$ cat src/rtl/vga_stream_pkg.sv
// vga_stream_pkg
// Shared constants for the VGA stream: bit positions of the fields inside the
// 23-bit sync/coordinate stream, the width of the RGB-extended stream used by
// the drawing stages, and the default 640x480@60 timing.
package vga_stream_pkg;

  // Stream field positions: {active, vsync, hsync, y[9:0], x[9:0]}
  localparam int STR_X_LSB = 0;
  localparam int STR_Y_LSB = 10;
  localparam int STR_HS    = 20;
  localparam int STR_VS    = 21;
  localparam int STR_ACT   = 22;
  localparam int STR_W     = 23;

  // Width of the stream once drawing stages append RGB
  localparam int STR_RGB_W = 26;

  // Default 640x480 timing
  localparam int DEF_H_ACTIVE = 640;
  localparam int DEF_H_FRONT  = 16;
  localparam int DEF_H_SYNC   = 96;
  localparam int DEF_H_BACK   = 48;
  localparam int DEF_V_ACTIVE = 480;
  localparam int DEF_V_FRONT  = 10;
  localparam int DEF_V_SYNC   = 2;
  localparam int DEF_V_BACK   = 33;

endpackage

$ cat src/rtl/vga_stream_sync_axis_counter.sv
// sync_axis_counter
// One timing axis (horizontal or vertical). Counts 0..TOTAL-1 on enabled
// cycles and decodes the active and sync regions from the current count.
// Ports:
//   clk, rst_n : clock, asynchronous active-low reset
//   ena        : advance the count this cycle
//   count      : current position on the axis
//   active     : count lies in the visible region
//   sync       : sync level for the current count (POL when asserted)
//   wrap       : count is at TOTAL-1 and advances this cycle
module sync_axis_counter #(
  parameter int   ACTIVE = 640,
  parameter int   FRONT  = 16,
  parameter int   SYNC   = 96,
  parameter int   BACK   = 48,
  parameter logic POL    = 1'b0
) (
  input  logic       clk,
  input  logic       rst_n,
  input  logic       ena,
  output logic [9:0] count,
  output logic       active,
  output logic       sync,
  output logic       wrap
);

  localparam int         TOTAL      = ACTIVE + FRONT + SYNC + BACK;
  localparam logic [9:0] LAST       = 10'(TOTAL - 1);
  // 11-bit bounds so an axis totalling exactly 1024 still compares correctly
  localparam logic [10:0] ACT_END   = 11'(ACTIVE);
  localparam logic [10:0] SYNC_BEG  = 11'(ACTIVE + FRONT);
  localparam logic [10:0] SYNC_END  = 11'(ACTIVE + FRONT + SYNC);

  logic [10:0] count_x;

  assign count_x = {1'b0, count};
  assign active  = (count_x < ACT_END);
  assign sync    = ((count_x >= SYNC_BEG) && (count_x < SYNC_END)) ? POL : ~POL;
  assign wrap    = ena && (count == LAST);

  always_ff @(posedge clk or negedge rst_n) begin
    if (!rst_n) begin
      count <= '0;
    end else if (ena) begin
      count <= (count == LAST) ? '0 : count + 10'd1;
    end
  end

endmodule

$ cat src/rtl/vga_stream_gen.sv
// vga_stream_gen
// Source of the VGA stream: horizontal/vertical timing counters feed one
// output register stage, so strVGA describes the counter state of the
// previous enabled cycle.
// Ports:
//   px_clk    : pixel clock
//   reset     : asynchronous active-low reset
//   ena       : count enable; low freezes counters, strVGA and frame_cnt
//   strVGA    : {active, vsync, hsync, y[9:0], x[9:0]}
//   endframe  : one-cycle pulse while strVGA carries the last pixel of a frame
//   frame_cnt : completed-frame counter, wraps mod 256
module vga_stream_gen
  import vga_stream_pkg::*;
#(
  parameter int   H_ACTIVE = DEF_H_ACTIVE,
  parameter int   H_FRONT  = DEF_H_FRONT,
  parameter int   H_SYNC   = DEF_H_SYNC,
  parameter int   H_BACK   = DEF_H_BACK,
  parameter int   V_ACTIVE = DEF_V_ACTIVE,
  parameter int   V_FRONT  = DEF_V_FRONT,
  parameter int   V_SYNC   = DEF_V_SYNC,
  parameter int   V_BACK   = DEF_V_BACK,
  parameter logic HS_POL   = 1'b0,
  parameter logic VS_POL   = 1'b0
) (
  input  logic             px_clk,
  input  logic             reset,
  input  logic             ena,
  output logic [STR_W-1:0] strVGA,
  output logic             endframe,
  output logic [7:0]       frame_cnt
);

  localparam int H_TOTAL = H_ACTIVE + H_FRONT + H_SYNC + H_BACK;
  localparam int V_TOTAL = V_ACTIVE + V_FRONT + V_SYNC + V_BACK;

  // Counters are 10 bits wide; larger timings cannot be represented
  if (H_TOTAL > 1024) begin : g_bad_h_total
    $error("vga_stream_gen: H_TOTAL exceeds 1024");
  end
  if (V_TOTAL > 1024) begin : g_bad_v_total
    $error("vga_stream_gen: V_TOTAL exceeds 1024");
  end

  localparam logic [STR_W-1:0] STR_RST =
    {1'b0, ~VS_POL, ~HS_POL, 20'd0};

  logic [9:0]       hc_p0, vc_p0;
  logic             h_act_p0, h_sync_p0, h_wrap_p0;
  logic             v_act_p0, v_sync_p0, v_wrap_p0;
  logic [STR_W-1:0] str_p0;

  sync_axis_counter #(
    .ACTIVE (H_ACTIVE),
    .FRONT  (H_FRONT),
    .SYNC   (H_SYNC),
    .BACK   (H_BACK),
    .POL    (HS_POL)
  ) u_h_axis (
    .clk    (px_clk),
    .rst_n  (reset),
    .ena    (ena),
    .count  (hc_p0),
    .active (h_act_p0),
    .sync   (h_sync_p0),
    .wrap   (h_wrap_p0)
  );

  // The vertical axis steps once per line, when the horizontal axis wraps;
  // its wrap therefore marks the last pixel of the frame.
  sync_axis_counter #(
    .ACTIVE (V_ACTIVE),
    .FRONT  (V_FRONT),
    .SYNC   (V_SYNC),
    .BACK   (V_BACK),
    .POL    (VS_POL)
  ) u_v_axis (
    .clk    (px_clk),
    .rst_n  (reset),
    .ena    (h_wrap_p0),
    .count  (vc_p0),
    .active (v_act_p0),
    .sync   (v_sync_p0),
    .wrap   (v_wrap_p0)
  );

  always_comb begin
    str_p0                       = '0;
    str_p0[STR_ACT]              = h_act_p0 && v_act_p0;
    str_p0[STR_VS]               = v_sync_p0;
    str_p0[STR_HS]               = h_sync_p0;
    str_p0[STR_Y_LSB +: 10]      = vc_p0;
    str_p0[STR_X_LSB +: 10]      = hc_p0;
  end

  // ---- stage p0 -> p1: registered outputs ----
  always_ff @(posedge px_clk or negedge reset) begin
    if (!reset) begin
      strVGA    <= STR_RST;
      endframe  <= 1'b0;
      frame_cnt <= 8'd0;
    end else if (ena) begin
      strVGA   <= str_p0;
      endframe <= v_wrap_p0;
      if (v_wrap_p0) begin
        frame_cnt <= frame_cnt + 8'd1;
      end
    end else begin
      // Freeze everything but never stretch an end-of-frame pulse
      endframe <= 1'b0;
    end
  end

endmodule

$ cat config.mk
export PLATFORM = sky130hd
export DESIGN_NAME = vga_stream_gen
export DESIGN_NICKNAME = d
export VERILOG_FILES = /design/src/rtl/vga_stream_pkg.sv /design/src/rtl/vga_stream_sync_axis_counter.sv /design/src/rtl/vga_stream_gen.sv
export SDC_FILE = /design/constraint.sdc
export NUM_CORES = 1
export LEC_CHECK = 0
export BUFFER_PORTS_ARGS = -buffer_cell sky130_fd_sc_hd__buf_2
export CAP_MARGIN = 40
export CORE_MARGIN = 3
export CORE_UTILIZATION = 51
export DETAILED_ROUTE_END_ITERATION = 8
export GPL_ROUTABILITY_DRIVEN = 0
export GPL_TIMING_DRIVEN = 0
export PLACE_DENSITY = 0.75
export SYNTH_ARGS = -nofsm -noshare
export SYNTH_HDL_FRONTEND = slang
export SYNTH_SLANG_ARGS = --single-unit
$ cat constraint.sdc
create_clock -name px_clk -period 1.95 [get_ports px_clk]
set_clock_uncertainty 0.15 [all_clocks]
set_input_delay 0.2925 -clock px_clk [delete_from_list [all_inputs] [get_ports px_clk]]
set_output_delay 0.2925 -clock px_clk [all_outputs]
set_load 0.05 [all_outputs]
==> results of run 1 <==
routing by layer:
metal	share of wire, %	global-route usage, %	wire [um]	vias up
li1	-	-	-	789
met1	46	24.2	2100	821
met2	49	29.2	2200	34
met3	3.5	3.78	157	5
met4	1.4	5.14	65	0
met5	0	0	0	-
worst max-delay path, cell delays in order, from the launching register on:
cell and delay [ns]:
sky130_fd_sc_hd__dfrtp_2 0.44, sky130_fd_sc_hd__inv_2 0.09, sky130_fd_sc_hd__ha_4 0.13, sky130_fd_sc_hd__nor4bb_4 0.23, sky130_fd_sc_hd__nand4_4 0.17, sky130_fd_sc_hd__buf_6 0.17, sky130_fd_sc_hd__nor2_4 0.11, sky130_fd_sc_hd__mux2_4 0.30
registers in the layout, indices dropped and copies added, names as in the netlist:
register,flops
u_v_axis.count,10
frame_cnt,8
u_h_axis.count,10
endframe,1
strVGA,23
logic make-up (layout without fill, tap and decap cells):
logic type	count (synthesis)	count (layout)
compound gates	8	8
xor+xnor	22	22
fa+ha+maj	5	5
buf+inv	17	73
flops	52	52
mux	23	23
simple gates	66	66
power breakdown:
group	switching, uW	leakage, uW	internal (uW)
clock network	315	0.0000422	252
logic	365	0.000791	216
registers	118	0.000661	1190
total	799	0.00149	1660
through the flow:
stage / power, uW / cell area [um2] / setup WS [ns] / setup TNS [ns]
6_report: 2460 / 2930 / 0.0477 / 0
5_1_grt: 2580 / 2930 / -0.0339 / -0.146
4_1_cts: 2460 / 2850 / 0.000536 / 0
3_5_place_dp: 1830 / 2660 / -0.169 / -0.468
3_3_place_gp: 1810 / 2640 / -0.126 / -0.249
2_1_floorplan: 1690 / 2410 / 0.00400 / 0
what timing repair did:
| action | 4_1_cts | 5_1_grt |
|---|---|---|
| pin swaps | 5 | 8 |
| setup buffers | 10 | 4 |
| endpoints found under the setup margin | 11 | 12 |
| hold buffers | 1 | 0 |
| hold endpoints to repair | 16 | 0 |
| gates resized for setup | 4 | 15 |
Yosys cell counts, types with 2 or more instances:
master                     number  area [um2]
sky130_fd_sc_hd__xnor2_1       13         114
sky130_fd_sc_hd__o21ai_0        5        25.0
sky130_fd_sc_hd__nor3_1         7        35.0
sky130_fd_sc_hd__nor4_4         2        42.5
sky130_fd_sc_hd__dfrtp_1       50        1250
sky130_fd_sc_hd__clkbuf_1       5        18.8
sky130_fd_sc_hd__mux2i_1        2        20.0
sky130_fd_sc_hd__inv_1          9        33.8
sky130_fd_sc_hd__buf_2          2        10.0
sky130_fd_sc_hd__xor2_1         9        78.8
sky130_fd_sc_hd__nor4_1         4        25.0
sky130_fd_sc_hd__nor2_1        10        37.5
sky130_fd_sc_hd__or3_1          2        12.5
sky130_fd_sc_hd__nand2_1        6        22.5
sky130_fd_sc_hd__mux2_2        20         225
sky130_fd_sc_hd__ha_1           5        62.6
sky130_fd_sc_hd__and3_1         6        37.5
sky130_fd_sc_hd__nand4_1        7        43.8
sky130_fd_sc_hd__nand3_1       12        60.1
sky130_fd_sc_hd__dfstp_2        2        52.6
how the worst max path moves through the flow:
stage	slack [ns]	to	from
2_1_floorplan	0.004	frame_cnt[1]$_DFFE_PN0P_	u_h_axis.count[0]$_DFFE_PN0P_
3_3_place_gp	-0.13	frame_cnt[1]$_DFFE_PN0P_	u_h_axis.count[0]$_DFFE_PN0P_
3_5_place_dp	-0.17	frame_cnt[1]$_DFFE_PN0P_	u_h_axis.count[0]$_DFFE_PN0P_
4_1_cts	0.0005	frame_cnt[5]$_DFFE_PN0P_	u_v_axis.count[1]$_DFFE_PN0P_
5_1_grt	-0.03	frame_cnt[5]$_DFFE_PN0P_	u_h_axis.count[1]$_DFFE_PN0P_
6_report	0.05	frame_cnt[1]$_DFFE_PN0P_	u_v_axis.count[1]$_DFFE_PN0P_
area by class of cell:
class	count	area [um2]	share of cell area, %
multi-input cells	124	1080	36.8
plain buffers	7	36.3	1.24
inverters	9	33.8	1.15
clock inverters	1	5.00	0.171
well taps	52	65.1	2.22
repair buffers	49	320	10.9
flip-flops and latches	52	1310	44.8
clock buffers	7	76.3	2.61
==> results.yml, run 1 <==
finish:
  num_antenna_cells: 0
  fillerInstances: 346
  final_layout_size_suffix_gt1_share_pct: 40.6
  final_common_cell: "sky130_fd_sc_hd__dfrtp_1"
  layout.core_utilization_pct: 65.9
  mostFrequentLayoutCells: "43 x sky130_fd_sc_hd__dfrtp_1, 34 x sky130_fd_sc_hd__buf_2, 20 x sky130_fd_sc_hd__mux2_2"
  flow.area_growth_from_synthesis_pct: 23.0
  layout.nets: 256
  layoutNonFillerInstCount: 301
worst_setup_path:
  crit_path_start_kind: "flip-flop"
  critPathRequiredTime_ns: 1.98
  worstSetupPathType: "flip-flop to flip-flop"
  worstSetupEndpointType: "flip-flop"
  regToRegStartpoint: "u_v_axis.count[1]$_DFFE_PN0P_"
  cp.arrival_ns: 1.94
  reg2reg_slack_ns: 0.05
  rr_worst_depth: 7
  cp_max_fo: 4
  crit-reg2reg-capture: "frame_cnt[1]$_DFFE_PN0P_"
sta:
  slew_headroom_pct: 64.6
  slew_violations: 0
  grt_setup_unrepaired: "true"
  clock.fmax_mhz: 526
  timing.final.crit_share_pct: 97.6
  setup_viol: 0
  timing.final.hold_violations: 0
  whs_ns: 0.214
  tightestPinTransition_ns: 0.531
  finalWorstPathRequiredPeriod_ns: 1.90
yosys:
  synth_top_family_by_area: "simple AND/OR/NAND/NOR gates"
  adder_and_majority_gate_portion_of_the_synthesized_area_pct: 2.63
  synth_enable_flop_cells: 0
  seq_area_frac_synth_pct: 54.8
  yosys_warnings: 0
  syn_area_um2: 2380
  synth_cell_types: 35
  ys_seq_elements: 52
  synth_xor_area_share_pct: 8.10
  dominantRegCellSynth: "sky130_fd_sc_hd__dfrtp_1"
  synthArstFlopShare_pct: 100
  muxShareOfSynthArea_pct: 10.8
  synth_area_per_cell_um2: 12.3
  number_of_instances_in_the_synthesized_netlist: 193
  compound_gate_fraction_of_synth_area_pct: 1.89
  synthSimpleGateAreaFrac_pct: 18.7
  syn_nets: 201
drt:
  via_per_inst: 5.48
  wl_per_cell_um: 15.0
  dr_total_vias: 1649
  detail_route.drc_violations: 0
  final_antenna_net_count: 0
  routed_wirelength_um: 4520
  first_iteration_detailed_routing_drc_count: 112
  detail_route.first_pass.iterations: 4
clocking:
  clk-insertion-delay-late_ns: 0.30
  path_clk_slew_ns: 0.08
  cts_max_path_buffers: 2
  cts_tree: "done"
  htree_num_levels: 2
  cts_buffers: 5
  ctsRootBufferMaster: "sky130_fd_sc_hd__clkbuf_8"
  clock_sinks: 52
die:
  placeableCoreArea_um2: 4440
  initial_core_utilization_pct: 53.5
  fp-row-count: 24
  die_width_um: 74.3
  io-pin-count: 35
  fp.dieH_um: 74.3
  dieArea_um2: 5520
grt:
  grt_max_degree: 36
  gr-total-overflow: 0
  antenna_found_initial: 0
  grt_first_pass_wirelength_um: 7510
  first_global_vias: 1598
  grt_usage_pct: 17.9
min_path:
  timing.hold.worst_path_depth: 3
  min-delay-start: "ena"
  hold_path.class: "primary input to flip-flop"
  min_to: "u_h_axis.count[2]$_DFFE_PN0P_"
placed_design:
  dp_hpwl_um: 3020
  portbufs: 33
  place.detailed.instances: 279
pwr:
  cellLeakagePower_uw: 0.00149
  powerDensity_nw_per_um2: 839
  ir_worst_vdd_mv: 0.456
job:
  cap_violations: 0
status:
  outcome: "complete, no violations"
(Power assumes the default switching activity.)
==> inputs of run 2 (changes only) <==
- CORE_UTILIZATION: 51 -> 29
- PLACE_DENSITY: 0.75 -> default
- SLEW_MARGIN: default -> 20
==> results.yml, run 2 (synthesis gave the netlist of run 1 again) <==
grt:
  grt_max_degree: 53
  first_global_vias: 1608
  antenna_found_initial: 0
  grt_usage_pct: 11.5
  gr-total-overflow: 0
  grt_first_pass_wirelength_um: 8110
finish:
  max_flop_register: "strVGA"
  final_common_cell: "sky130_fd_sc_hd__dfrtp_1"
  largest_register_ff_count: 23
  num_antenna_cells: 0
  layout_top_registers: "strVGA: 23 flops, u_h_axis.count: 10 flops, u_v_axis.count: 10 flops"
  layout.nets: 261
  flow.area_growth_from_synthesis_pct: 26.0
  layoutNonFillerInstCount: 356
  finalInstanceArea_um2: 3000
  final_layout_size_suffix_gt1_share_pct: 41.3
  layout.core_utilization_pct: 38.2
  fillerInstances: 812
  mostFrequentLayoutCells: "43 x sky130_fd_sc_hd__dfrtp_1, 34 x sky130_fd_sc_hd__buf_2, 21 x sky130_fd_sc_hd__buf_4"
drt:
  detail_route.drc_violations: 0
  routed_wirelength_um: 4940
  dr_total_vias: 1679
  via_per_inst: 4.72
  final_antenna_net_count: 0
  wl_per_cell_um: 13.9
  first_iteration_detailed_routing_drc_count: 76
  detail_route.first_pass.iterations: 4
die:
  placeableCoreArea_um2: 7850
  fp-row-count: 32
  initial_core_utilization_pct: 30.3
  fp.dieH_um: 96.6
  die_width_um: 96.6
  io-pin-count: 35
  dieArea_um2: 9330
sta:
  timing.final.crit_share_pct: 96.5
  grt_setup_unrepaired: "true"
  slew_headroom_pct: 57.1
  timing.final.ws_setup_ns: 0.0686
  finalWorstPathRequiredPeriod_ns: 1.88
  clock.fmax_mhz: 532
  tightestPinTransition_ns: 0.644
  setup_viol: 0
  timing.final.hold_violations: 0
  slew_violations: 0
min_path:
  hold_path.class: "primary input to flip-flop"
  min-delay-start: "ena"
placed_design:
  place.detailed.instances: 328
  dp_area_um2: 2700
  dp_hpwl_um: 3320
  portbufs: 33
  pre_cts_ws_ns: -0.160
clocking:
  cts_max_path_buffers: 2
  clk-insertion-delay-late_ns: 0.31
  path_clk_slew_ns: 0.10
  clock_sinks: 52
  cts_tree: "done"
  cts_buffers: 5
  ctsRootBufferMaster: "sky130_fd_sc_hd__clkbuf_8"
  htree_num_levels: 2
status:
  outcome: "complete, no violations"
worst_setup_path:
  cp.arrival_ns: 1.96
  worstSetupEndpointType: "flip-flop"
  worstSetupPathType: "flip-flop to flip-flop"
  cp_max_fo: 7
  cp-startpoint: "u_v_axis.count[1]$_DFFE_PN0P_"
  critPathRequiredTime_ns: 2.03
  crit_path_start_kind: "flip-flop"
  regToRegStartpoint: "u_v_axis.count[1]$_DFFE_PN0P_"
pwr:
  powerDensity_nw_per_um2: 858
  ir_worst_vdd_mv: 0.290
  cellLeakagePower_uw: 0.00152
job:
  cap_violations: 0
-- run 2: critical path: stages (launching register included) --
cell                       delay, ns
sky130_fd_sc_hd__dfrtp_1        0.40
sky130_fd_sc_hd__inv_1          0.08
sky130_fd_sc_hd__ha_1           0.16
sky130_fd_sc_hd__nor4bb_4       0.24
sky130_fd_sc_hd__nand4_4        0.16
sky130_fd_sc_hd__buf_12         0.18
sky130_fd_sc_hd__nor4_4         0.27
sky130_fd_sc_hd__xor2_1         0.17
-- run 2: cell type report --
cell class | count | area [um2] | area share (%)
buffer | 6 | 25.0 | 0.835
clock buffer | 7 | 86.3 | 2.88
clock inverter | 1 | 7.51 | 0.250
inverter | 9 | 33.8 | 1.13
multi-input combinational | 124 | 1060 | 35.3
sequential | 52 | 1310 | 43.8
tap | 102 | 128 | 4.26
timing repair buffer | 55 | 348 | 11.6
-- run 2: through the flow --
step	hold slack, ns	power, uW	TNS (ns)
after floorplan	-0.153	1690	0
after global placement	0.307	1830	-0.398
after detailed placement	0.223	1840	-0.588
after CTS	0.196	2530	0
after global routing	0.235	2700	-0.0162
final	0.219	2570	0
-- run 2: path summary, 6_finish.rpt --
kind | to | slack, ns | cells after the start
max in group asynchronous | u_h_axis.count[2]$_DFFE_PN0P_ | 0.78 | 2
hold / removal | strVGA[5]$_DFFE_PN0P_ | 0.22 | 2
setup / recovery | frame_cnt[7]$_DFFE_PN0P_ | 0.07 | 7
hold reg to reg | frame_cnt[7]$_DFFE_PN0P_ | 0.31 | 1
min in group asynchronous | strVGA[13]$_DFFE_PN0P_ | 0.39 | 2
setup reg to reg | frame_cnt[7]$_DFFE_PN0P_ | 0.07 | 7
-- run 2: routing by layer --
layer,global-route usage (%),vias to the layer above,routed length [um]
met5,0,-,0
met4,5.49,0,88
met3,3.10,7,278
met2,17.2,36,2330
met1,15.2,840,2240
li1,-,796,-
-- run 2: where the power goes --
| group | switching, uW | total, uW | internal [uW] |
|---|---|---|---|
| Sequential | 129 | 1320 | 1190 |
| Clock | 345 | 634 | 289 |
| Combinational | 369 | 621 | 253 |
| Total | 842 | 2570 | 1730 |
-- run 2: what timing repair did --
| item | CTS | global route |
|---|---|---|
| resized for setup | 3 | 11 |
| setup endpoints to repair | 7 | 14 |
| cloned | 0 | 0 |
| endpoints found under the hold margin | 50 | 0 |
| buffers inserted | 9 | 12 |
| hold buffers | 1 | 0 |
| pin swaps | 5 | 4 |
